--- config.mk ---
export PLATFORM = sky130hd
export DESIGN_NAME = booth_mult_seq_flat
export DESIGN_NICKNAME = d
export VERILOG_FILES = /design/src/rtl/booth_mult_seq_if.sv /design/src/rtl/booth_mult_seq.sv /design/src/flat_wrapper.sv
export SDC_FILE = /design/constraint.sdc
export NUM_CORES = 1
export LEC_CHECK = 0
export CAP_MARGIN = 20
export CORE_UTILIZATION = 55
export DETAILED_ROUTE_END_ITERATION = 10
export GPL_ROUTABILITY_DRIVEN = 0
export GPL_TIMING_DRIVEN = 0
export PLACE_DENSITY = 0.79
export SLEW_MARGIN = 20
export SYNTH_ARGS = -nofsm -noshare
export SYNTH_HDL_FRONTEND = slang
export SYNTH_SLANG_ARGS = --single-unit
--- constraint.sdc ---
create_clock -name clock -period 5.4 [get_ports clock]
set_input_delay 1.08 -clock clock [delete_from_list [all_inputs] [get_ports clock]]
set_output_delay 1.08 -clock clock [all_outputs]
set_load 0.01 [all_outputs]
--- src/rtl/booth_mult_seq_if.sv ---
// Handshake and data bundle for booth_mult_seq.
// The data_exception signal exists only when MULT_OVF_EN is defined.
interface booth_mult_seq_if;
  logic        in_valid;
  logic        in_ready;
  logic [31:0] op_a;
  logic [31:0] op_b;
  logic        cancel;
  logic        out_valid;
  logic        out_ready;
  logic [31:0] p_hi;
  logic [31:0] p_lo;
  logic        busy;
`ifdef MULT_OVF_EN
  logic        data_exception;

  modport master (
    output in_valid, op_a, op_b, cancel, out_ready,
    input  in_ready, out_valid, p_hi, p_lo, busy, data_exception
  );

  modport slave (
    input  in_valid, op_a, op_b, cancel, out_ready,
    output in_ready, out_valid, p_hi, p_lo, busy, data_exception
  );
`else
  modport master (
    output in_valid, op_a, op_b, cancel, out_ready,
    input  in_ready, out_valid, p_hi, p_lo, busy
  );

  modport slave (
    input  in_valid, op_a, op_b, cancel, out_ready,
    output in_ready, out_valid, p_hi, p_lo, busy
  );
`endif
endinterface

--- src/rtl/booth_mult_seq.sv ---
// Sequential 32x32 signed radix-2 Booth multiplier.
// One add/subtract/skip step per cycle through a shared 32-bit carry-select
// adder, 32 iterations per operation, valid/ready on operand and result sides.
// Optional macro MULT_OVF_EN adds data_exception (product does not fit in
// 32 signed bits).

// 32-bit carry-select adder: low half ripples, high half precomputed for both
// carry-in values and selected by the low-half carry.
module CSA_32b (
  input  logic [31:0] a,
  input  logic [31:0] b,
  input  logic        cin,
  output logic [31:0] sum,
  output logic        cout
);
  logic [16:0] lo_sum;
  logic [16:0] hi_sum0;
  logic [16:0] hi_sum1;

  // Both high-half candidates computed in parallel with the low half
  always_comb begin
    lo_sum  = {1'b0, a[15:0]} + {1'b0, b[15:0]} + {16'd0, cin};
    hi_sum0 = {1'b0, a[31:16]} + {1'b0, b[31:16]};
    hi_sum1 = {1'b0, a[31:16]} + {1'b0, b[31:16]} + 17'd1;
    sum     = {(lo_sum[16] ? hi_sum1[15:0] : hi_sum0[15:0]), lo_sum[15:0]};
    cout    = lo_sum[16] ? hi_sum1[16] : hi_sum0[16];
  end
endmodule

module booth_mult_seq (
  input  logic             clock,
  input  logic             reset_n,
  booth_mult_seq_if.slave  bus
);
  localparam int unsigned N_ITER    = 32;
  localparam logic [4:0]  LAST_ITER = 5'(N_ITER - 1);

  typedef enum logic [1:0] {
    S_IDLE,
    S_RUN,
    S_DONE
  } state_e;

  state_e      state_q,     state_d;
  logic [31:0] a_q,         a_d;
  logic [31:0] q_q,         q_d;
  logic [31:0] m_q,         m_d;
  logic        qm1_q,       qm1_d;
  logic [4:0]  count_q,     count_d;
  logic        out_valid_q, out_valid_d;
  logic        busy_q,      busy_d;
  logic        in_ready_q,  in_ready_d;
  logic [31:0] p_hi_q,      p_hi_d;
  logic [31:0] p_lo_q,      p_lo_d;
`ifdef MULT_OVF_EN
  logic        exc_q,       exc_d;
`endif

  logic        do_add;
  logic        do_sub;
  logic [31:0] add_b;
  logic        add_cin;
  logic [31:0] add_sum;
  logic        add_cout;

  // Booth recoding of {Q[0], q_m1} selects +M, -M (~M + 1) or skip
  always_comb begin
    do_add  = ({q_q[0], qm1_q} == 2'b01);
    do_sub  = ({q_q[0], qm1_q} == 2'b10);
    add_b   = do_sub ? ~m_q : m_q;
    add_cin = do_sub;
  end

  CSA_32b u_adder (
    .a    (a_q),
    .b    (add_b),
    .cin  (add_cin),
    .sum  (add_sum),
    .cout (add_cout)
  );

  logic        carry_msb;
  logic        ovf;
  logic [31:0] a_pre;
  logic        a_top;

  // Next-state and datapath for the IDLE/RUN/DONE sequencer
  always_comb begin
    state_d     = state_q;
    a_d         = a_q;
    q_d         = q_q;
    m_d         = m_q;
    qm1_d       = qm1_q;
    count_d     = count_q;
    out_valid_d = out_valid_q;
    busy_d      = busy_q;
    in_ready_d  = in_ready_q;
    p_hi_d      = p_hi_q;
    p_lo_d      = p_lo_q;
`ifdef MULT_OVF_EN
    exc_d       = exc_q;
`endif
    // Sign of the 33-bit true sum is sum[31] ^ overflow; overflow is the
    // carry into bit 31 differing from the carry out. This keeps the shifted-in
    // sign correct when M = 0x80000000 without widening A.
    carry_msb = add_sum[31] ^ a_q[31] ^ add_b[31];
    ovf       = carry_msb ^ add_cout;
    a_pre     = (do_add || do_sub) ? add_sum : a_q;
    a_top     = (do_add || do_sub) ? (add_sum[31] ^ ovf) : a_q[31];

    unique case (state_q)
      S_IDLE: begin
        if (!bus.cancel && bus.in_valid) begin
          m_d        = bus.op_a;
          q_d        = bus.op_b;
          a_d        = '0;
          qm1_d      = 1'b0;
          count_d    = '0;
          state_d    = S_RUN;
          busy_d     = 1'b1;
          in_ready_d = 1'b0;
        end
      end
      S_RUN: begin
        if (bus.cancel) begin
          state_d    = S_IDLE;
          busy_d     = 1'b0;
          in_ready_d = 1'b1;
        end else begin
          a_d     = {a_top, a_pre[31:1]};
          q_d     = {a_pre[0], q_q[31:1]};
          qm1_d   = q_q[0];
          count_d = 5'(count_q + 5'd1);
          if (count_q == LAST_ITER) begin
            state_d     = S_DONE;
            busy_d      = 1'b0;
            out_valid_d = 1'b1;
            p_hi_d      = a_d;
            p_lo_d      = q_d;
`ifdef MULT_OVF_EN
            exc_d       = (a_d != {32{q_d[31]}});
`endif
          end
        end
      end
      S_DONE: begin
        if (bus.out_ready || bus.cancel) begin
          state_d     = S_IDLE;
          out_valid_d = 1'b0;
          in_ready_d  = 1'b1;
`ifdef MULT_OVF_EN
          exc_d       = 1'b0;
`endif
        end
      end
      default: begin
        state_d     = S_IDLE;
        busy_d      = 1'b0;
        out_valid_d = 1'b0;
        in_ready_d  = 1'b1;
      end
    endcase
  end

  // State and registered outputs, asynchronously cleared
  always_ff @(posedge clock or negedge reset_n) begin
    if (!reset_n) begin
      state_q     <= S_IDLE;
      a_q         <= '0;
      q_q         <= '0;
      m_q         <= '0;
      qm1_q       <= 1'b0;
      count_q     <= '0;
      out_valid_q <= 1'b0;
      busy_q      <= 1'b0;
      in_ready_q  <= 1'b1;
      p_hi_q      <= '0;
      p_lo_q      <= '0;
`ifdef MULT_OVF_EN
      exc_q       <= 1'b0;
`endif
    end else begin
      state_q     <= state_d;
      a_q         <= a_d;
      q_q         <= q_d;
      m_q         <= m_d;
      qm1_q       <= qm1_d;
      count_q     <= count_d;
      out_valid_q <= out_valid_d;
      busy_q      <= busy_d;
      in_ready_q  <= in_ready_d;
      p_hi_q      <= p_hi_d;
      p_lo_q      <= p_lo_d;
`ifdef MULT_OVF_EN
      exc_q       <= exc_d;
`endif
    end
  end

  assign bus.in_ready  = in_ready_q;
  assign bus.out_valid = out_valid_q;
  assign bus.busy      = busy_q;
  assign bus.p_hi      = p_hi_q;
  assign bus.p_lo      = p_lo_q;
`ifdef MULT_OVF_EN
  assign bus.data_exception = exc_q;
`endif
endmodule

--- src/flat_wrapper.sv ---
// flat-port wrapper written by rule: the top's interface ports become plain ports
module booth_mult_seq_flat 
  (clock, reset_n, bus_in_valid, bus_op_a, bus_op_b, bus_cancel, bus_out_ready, bus_in_ready, bus_out_valid, bus_p_hi, bus_p_lo, bus_busy);
  booth_mult_seq_if bus_i ();
  input  logic clock;
  input  logic reset_n;
  input wire logic [$bits(bus_i.in_valid)-1:0] bus_in_valid;
  input wire logic [$bits(bus_i.op_a)-1:0] bus_op_a;
  input wire logic [$bits(bus_i.op_b)-1:0] bus_op_b;
  input wire logic [$bits(bus_i.cancel)-1:0] bus_cancel;
  input wire logic [$bits(bus_i.out_ready)-1:0] bus_out_ready;
  output wire logic [$bits(bus_i.in_ready)-1:0] bus_in_ready;
  output wire logic [$bits(bus_i.out_valid)-1:0] bus_out_valid;
  output wire logic [$bits(bus_i.p_hi)-1:0] bus_p_hi;
  output wire logic [$bits(bus_i.p_lo)-1:0] bus_p_lo;
  output wire logic [$bits(bus_i.busy)-1:0] bus_busy;
  assign bus_i.in_valid = bus_in_valid;
  assign bus_i.op_a = bus_op_a;
  assign bus_i.op_b = bus_op_b;
  assign bus_i.cancel = bus_cancel;
  assign bus_i.out_ready = bus_out_ready;
  assign bus_in_ready = bus_i.in_ready;
  assign bus_out_valid = bus_i.out_valid;
  assign bus_p_hi = bus_i.p_hi;
  assign bus_p_lo = bus_i.p_lo;
  assign bus_busy = bus_i.busy;
  booth_mult_seq u_core (.clock(clock), .reset_n(reset_n), .bus(bus_i));
endmodule
== Word level (Yosys, flattened, before mapping) ==
Cells that the tools add are included.

* Flip-flop bits (word level): 171

* $add $sub $neg: 5
* Equality and inequality tests: 11
* Multiplexer cells: 33
* Bitwise logic cells: 8
* Reduce and logical (&&, ||, !) cells: 13

{| class="wikitable"
|+ Operators with widths
! operator !! number
|-
| $mux 32 || 6
|-
| $pmux 32 s2 || 2
|-
| $add 16x16->17 || 2
|-
| $not 32->32 || 1
|-
| $add 17x1->17 || 1
|-
| $add 17x1->17 const B || 1
|-
| $mux 16 || 1
|-
| $reduce_and 3->1 || 5
|-
| $mux 1 || 12
|-
| $mux 5 || 2
|-
| $pmux 5 s2 || 1
|-
| $pmux 1 s3 || 3
|-
| $mux 2 || 4
|-
| $ne 2x1->1 const B || 3
|-
| $pmux 2 s3 || 1
|-
| $add 5x1->5 const B || 1
|-
| $eq 5x5->1 const B || 1
|-
| $eq 2x1->1 const B || 2
|-
| $eq 2x2->1 const B || 2
|-
| $ne 2x2->1 const B || 2
|-
| $reduce_and 4->1 || 1
|-
| $xor 1x1->1 || 4
|-
| $ne 3x2->1 const B || 1
|-
| $not 1->1 || 3
|-
| 7 further kinds || 8
|}

== Logic depth before layout (Yosys ltp) ==
* Depth in word-level cells: 12
* Depth in mapped cells: 20

== By module ==
From an unflattened synthesis, not the netlist that was laid out.

* Cells, all modules: 849
* Area, all modules: 9122.5 um^2

{| class="wikitable"
|+ Modules (own cells, without submodules)
! module !! times used !! cells each !! area each (um^2) !! sequential area each (um^2)
|-
| booth_mult_seq || 1 || 617 || 7359.6 || 4280.4
|-
| CSA_32b || 1 || 232 || 1762.9 || 0.0
|}

== Worst setup path after synthesis ==
No wires, ideal clock.

* Path kind: reg2reg
* Start: register u_core.qm1_q
* End: register u_core.a_q[31]
* Setup time: 0.076 ns
* Data arrival time: 4.417 ns
* Required time: 5.324 ns
* Path slack: 0.907 ns
* Cell stages (with the launch flop): 20
* Period minus slack after synthesis: 4.493 ns
* Cells stage by stage: dfrtp_1 inv_1 ha_1 clkbuf_1 buf_1 xor2_1 ha_1 inv_1 fa_1 nand3b_1 nand2_1 xor2_1 and3b_1 nand3_2 or4_4 nor4b_4 a31oi_1 or3_4 or3_1 o21ai_1

* Word-level cells in the longest chain between the ends: 12

{| class="wikitable"
|+ RTL lines
! element !! RTL line !! source
|-
| from (decl) || booth_mult_seq.sv:48 || <nowiki>logic qm1_q, qm1_d;</nowiki>
|-
| from (signal assigned) || booth_mult_seq.sv:187 || <nowiki>qm1_q <= qm1_d;</nowiki>
|-
| $eq 2x2->1 || booth_mult_seq.sv:69 || <nowiki>do_sub = ({q_q[0], qm1_q} == 2'b10);</nowiki>
|-
| $mux 32 || booth_mult_seq.sv:70 || <nowiki>add_b = do_sub ? ~m_q : m_q;</nowiki>
|-
| $add 16x16->17, on equally long branches || booth_mult_seq.sv:23, booth_mult_seq.sv:24, booth_mult_seq.sv:22 ||
|-
| $add 17x1->17, on equally long branches || booth_mult_seq.sv:24, booth_mult_seq.sv:22 ||
|-
| $mux 16 || booth_mult_seq.sv:25 || <nowiki>sum = {(lo_sum[16] ? hi_sum1[15:0] : hi_sum0[15:0]), lo_sum[15:0]};</nowiki>
|-
| $xor 1x1->1 (2 in a row) || booth_mult_seq.sv:106 || <nowiki>carry_msb = add_sum[31] ^ a_q[31] ^ add_b[31];</nowiki>
|-
| $xor 1x1->1 || booth_mult_seq.sv:107 || <nowiki>ovf = carry_msb ^ add_cout;</nowiki>
|-
| $xor 1x1->1 || booth_mult_seq.sv:109 || <nowiki>a_top = (do_add || do_sub) ? (add_sum[31] ^ ovf) : a_q[31];</nowiki>
|-
| $mux 1 (*) || booth_mult_seq.sv:109 ||
|-
| $mux 32 (*) || booth_mult_seq.sv:125 || <nowiki>if (bus.cancel) begin</nowiki>
|-
| $pmux 32 s2 (*) || booth_mult_seq.sv:111 || <nowiki>unique case (state_q)</nowiki>
|-
| to (signal assigned) || booth_mult_seq.sv:169 || <nowiki>a_q <= '0;</nowiki>
|-
| to (signal assigned) || booth_mult_seq.sv:184 || <nowiki>a_q <= a_d;</nowiki>
|-
| to (decl) || booth_mult_seq.sv:45 || <nowiki>logic [31:0] a_q, a_d;</nowiki>
|}

Every way passes the cells marked *; elsewhere a longest branch is shown, timed or not. The select of a mux whose other input is x is not followed.
A chain may end at the register's enable or synchronous reset.

== Worst setup path after layout ==
* Start: register u_core.qm1_q
* End: register u_core.p_hi_q[31], in the netlist u_core.bus.p_hi[31]

* Word-level cells in the longest chain between the ends: 10

{| class="wikitable"
|+ RTL lines
! element !! RTL line !! source
|-
| $eq 2x2->1 || booth_mult_seq.sv:69 ||
|-
| $mux 32 || booth_mult_seq.sv:70 ||
|-
| $add 16x16->17, on equally long branches || booth_mult_seq.sv:23, booth_mult_seq.sv:24, booth_mult_seq.sv:22 ||
|-
| $add 17x1->17, on equally long branches || booth_mult_seq.sv:24, booth_mult_seq.sv:22 ||
|-
| $mux 16 || booth_mult_seq.sv:25 ||
|-
| $xor 1x1->1 (2 in a row) || booth_mult_seq.sv:106 ||
|-
| $xor 1x1->1 || booth_mult_seq.sv:107 ||
|-
| $xor 1x1->1 || booth_mult_seq.sv:109 ||
|-
| $mux 1 (*) || booth_mult_seq.sv:109 ||
|-
| to (signal assigned) || booth_mult_seq.sv:192 || <nowiki>p_hi_q <= p_hi_d;</nowiki>
|-
| to (decl) || booth_mult_seq.sv:53 || <nowiki>logic [31:0] p_hi_q, p_hi_d;</nowiki>
|}

Every way passes the cells marked *; elsewhere a longest branch is shown, timed or not.

==> metrics.csv <==
stage,metric,value,unit
synth,ys_top_cells_by_count,"nand2_1 (321), dfrtp_1 (170), nor2_1 (61), o21ai_0 (52), xor2_1 (50)",
min_path,hold_path.class,register to register,
worst_setup_path,cp-start-kind,register,
timing,final_hold_violation_count,0,
timing,max_freq,200.7,MHz
clock_tree,clk_pin_slew_worst_paths,0.06,ns
pwr,total_power,5004,µW
die,design.portCount,136,
synth,syn_area,9136,µm²
synth,synth.top_cells.by_area,"dfrtp_1 (47%), nand2_1 (13%), ha_1 (5.1%)",
global_routing,overflow,0,
timing,timing.slew.headroom,0.4760,
worst_setup_path,crit_path_end_kind,register,
global_routing,grt_max_degree,90,
synth,synth_flop_cell,dfrtp_1,
synth,seq_cells_post_synth,171,
synth,synth_cell_types,60,
timing,fin_setup_tns,0,ns
timing,clock_skew,0.007452,ns
worst_setup_path,required,5.68,ns
synth,net_count_of_the_mapped_netlist,1145,
layout,final_core_utilization,0.7115,
layout,multiInputGateArea,4574,µm²
outcome,status,completed,
job,max-cap-violations,0,
timing,fin_crit_sh,0.9229,
layout,ff_latch_area,4280,µm²
synth,async_flop_share,1.000,
synth,synthesis.instances,1037,
clock_tree,cts.sinks,171,
die,die-area,17130,µm²
placement,placement.setup.worst_slack,-0.01980,ns
worst_setup_path,path_class,register to register,
detailed_routing,detail_route.wl_per_cell,17.30,µm
layout,layout.nets,1298,
synth,synth_area_per_cell,8.810,µm²
pwr,cellInternalPower,3118,µW
global_routing,grt_pass1_vias,7749,
worst_setup_path,worstPathMaxFanout,10,
pwr,clock_power_share,0.264,
pwr,switchingPower,1886,µW
die,die_h,130.9,µm
layout,insertedDiodeCount,0,
timing,worst_hold_slack,0.4756,ns
die,fp-row-count,46,
synth,yosys.area.top_type_share,0.4656,
detailed_routing,wirelength,24550,µm
placement,detailedPlacementHpwl,17240,µm
clock_tree,cts_max_path_buffers,2,
clock_tree,htree_num_levels,4,
worst_setup_path,worst_ep_arrival_time,5.27,ns
global_routing,grt_pass1_wl,38740,µm
layout,n_fill_cell,1222,
detailed_routing,drt.antenna.violating_nets,0,
detailed_routing,drt_drc_violations_left,0,
timing,period_needed,4.984,ns
timing,timing.final.setup_violations,0,
pwr,seq_power_share,0.326,
detailed_routing,dr_total_vias,8030,
layout,area_growth,25.05,%
pwr,cellPowerDensity,438.0,nW/µm²
pwr,power.share.combinational,0.410,
synth,seq_area_frac_synth,0.4685,
detailed_routing,dr.first_iter.drc_count,662,
synth,synth.yosys.warnings,0,
timing,max_slew.worst_pin.slew,0.7860,ns
synth,synth_top_cell_by_area,dfrtp_1,
timing,post-route-worst-setup-slack,0.4163,ns
clock_tree,worst_skew_late_latency,0.44,ns
pwr,peakVddDrop,285.1,µV
detailed_routing,detail_route.first_pass.iterations,6,
die,die_w,130.9,µm
die,fp.coreArea,16060,µm²
die,floorplan.initialDensity,0.5690,
synth,number_of_synthesized_flops_with_an_enable_pin,0,
synth,cell_with_the_most_instances_after_synthesis,nand2_1,
layout,post_route_cells_drive_above_1_share,0.04489,
timing,slew_violations,0,
pwr,switching_share,0.3769,
global_routing,overall_global_routing_resource_usage,0.3009,
clock_tree,clockRootBuffer,clkbuf_16,
global_routing,grt_antenna_before_repair,0,
placement,port_buffers,134,
detailed_routing,vias_per_cell,5.659,
pwr,p_leak,0.005551,µW
clock_tree,tritoncts,built,
clock_tree,tritoncts_buffer_count,17,
[cell type report]
cell class	instances	share of cell area
clock buffers	21	0.04118
plain buffers	56	0.01917
repair buffers	135	0.1202
well taps	216	0.02366
clock inverters	11	0.01446
multi-input cells	790	0.4004
flip-flops and latches	171	0.3747
inverters	19	0.006242
[power by group through the flow]
| stage | combinational, µW | clock, µW | sequential, µW |
|---|---|---|---|
| after floorplan | 1550 | 0 | 1600 |
| after global placement | 1940 | 0 | 1640 |
| after detailed placement | 1990 | 0 | 1640 |
| after CTS | 2020 | 1330 | 1630 |
| after global routing | 2270 | 1390 | 1650 |
| final | 2050 | 1320 | 1630 |
[path summary, 6_finish.rpt]
check | startpoint | end | slack (ns) | cells after the start
min | u_core.bus.p_hi[21] | u_core.bus.p_hi[21] | 0.48 | 2
min reg2reg | u_core.bus.p_hi[21] | u_core.bus.p_hi[21] | 0.48 | 2
max in group asynchronous | reset_n | u_core.bus.p_lo[23] | 3.90 | 2
max reg2reg | u_core.qm1_q | u_core.bus.p_hi[31] | 0.42 | 18
min in group asynchronous | reset_n | u_core.bus.p_hi[9] | 0.63 | 1
max | u_core.qm1_q | u_core.bus.p_hi[31] | 0.42 | 18
[layer usage]
layer | track usage | part of all wire
met4 | 0.1190 | 0.030
met2 | 0.4924 | 0.48
met1 | 0.3958 | 0.43
met5 | 0 | 0
met3 | 0.05700 | 0.059
[flip-flops by register name, summed over array words and instances, names as in the netlist, 2 cells and up]
name and flops:
u_core.a_q 32, u_core.bus.p_hi 32, u_core.bus.p_lo 32, u_core.m_q 32
u_core.q_q 32, u_core.count_q 5, u_core.state_q 2
[logic make-up (layout without fill, tap and decap cells)]
group                      after synthesis  after routing  synth area share
xor gates and xnor gates                73             73           0.06998
and+or+nand+nor                        452            452            0.2090
adders and majority gates               39             39           0.05505
muxes                                   11             11           0.01274
DFF                                    171            171            0.4685
buffers and inverters                   76            242           0.03123
AOI/OAI and AO/OA                      215            215            0.1535
[worst max-delay path: stages (launching register included)]
cell and delay [ns]:
dfrtp_1 0.38, inv_1 0.06, ha_1 0.13, clkbuf_1 0.23, clkbuf_4 0.34, xor2_1 0.23, inv_1 0.08, fa_1 0.43
nor2b_1 0.18, o21a_1 0.15, o21ai_0 0.12, a21oi_2 0.29, a31oi_1 0.32, or4_4 0.65, nor4b_4 0.30, a31oi_1 0.13
or3_4 0.40, xnor2_1 0.28, o21ai_0 0.13
[through the flow]
step           std cells  instance area (µm²)
2_1_floorplan       1037                 9136
3_3_place_gp        1387                10750
3_5_place_dp        1388                10780
4_1_cts             1420                11420
5_1_grt             1419                11420
6_report            1419                11420
[cells in the final DEF, fill, tap and decap left out, drive strengths merged, types with 3 or more instances in the layout]
cell type / count
nand2: 321
dfrtp: 170
clkdlybuf4s50: 133
clkbuf: 69
nor2: 61
o21ai: 53
xor2: 50
a21oi: 45
ha: 37
a22oi: 32
xnor2: 23
inv: 20
a21o: 20
a22o: 12
o31ai: 11
nand3: 11
nand2b: 10
nor3: 10
a31oi: 10
buf: 10
nor2b: 9
o21a: 7
mux2i: 6
mux2: 5
nand4: 5
or3: 5
clkinv: 5
and3: 4
bufinv: 4
a2111oi: 4
nand3b: 3
a21boi: 3
[timing repair]
item,in CTS,in global routing
cloned,0,0
buffers inserted,0,0
resized for setup,2,10
endpoints found under the setup margin,1,4
hold buffers,0,0
(Power assumes the default switching activity.)
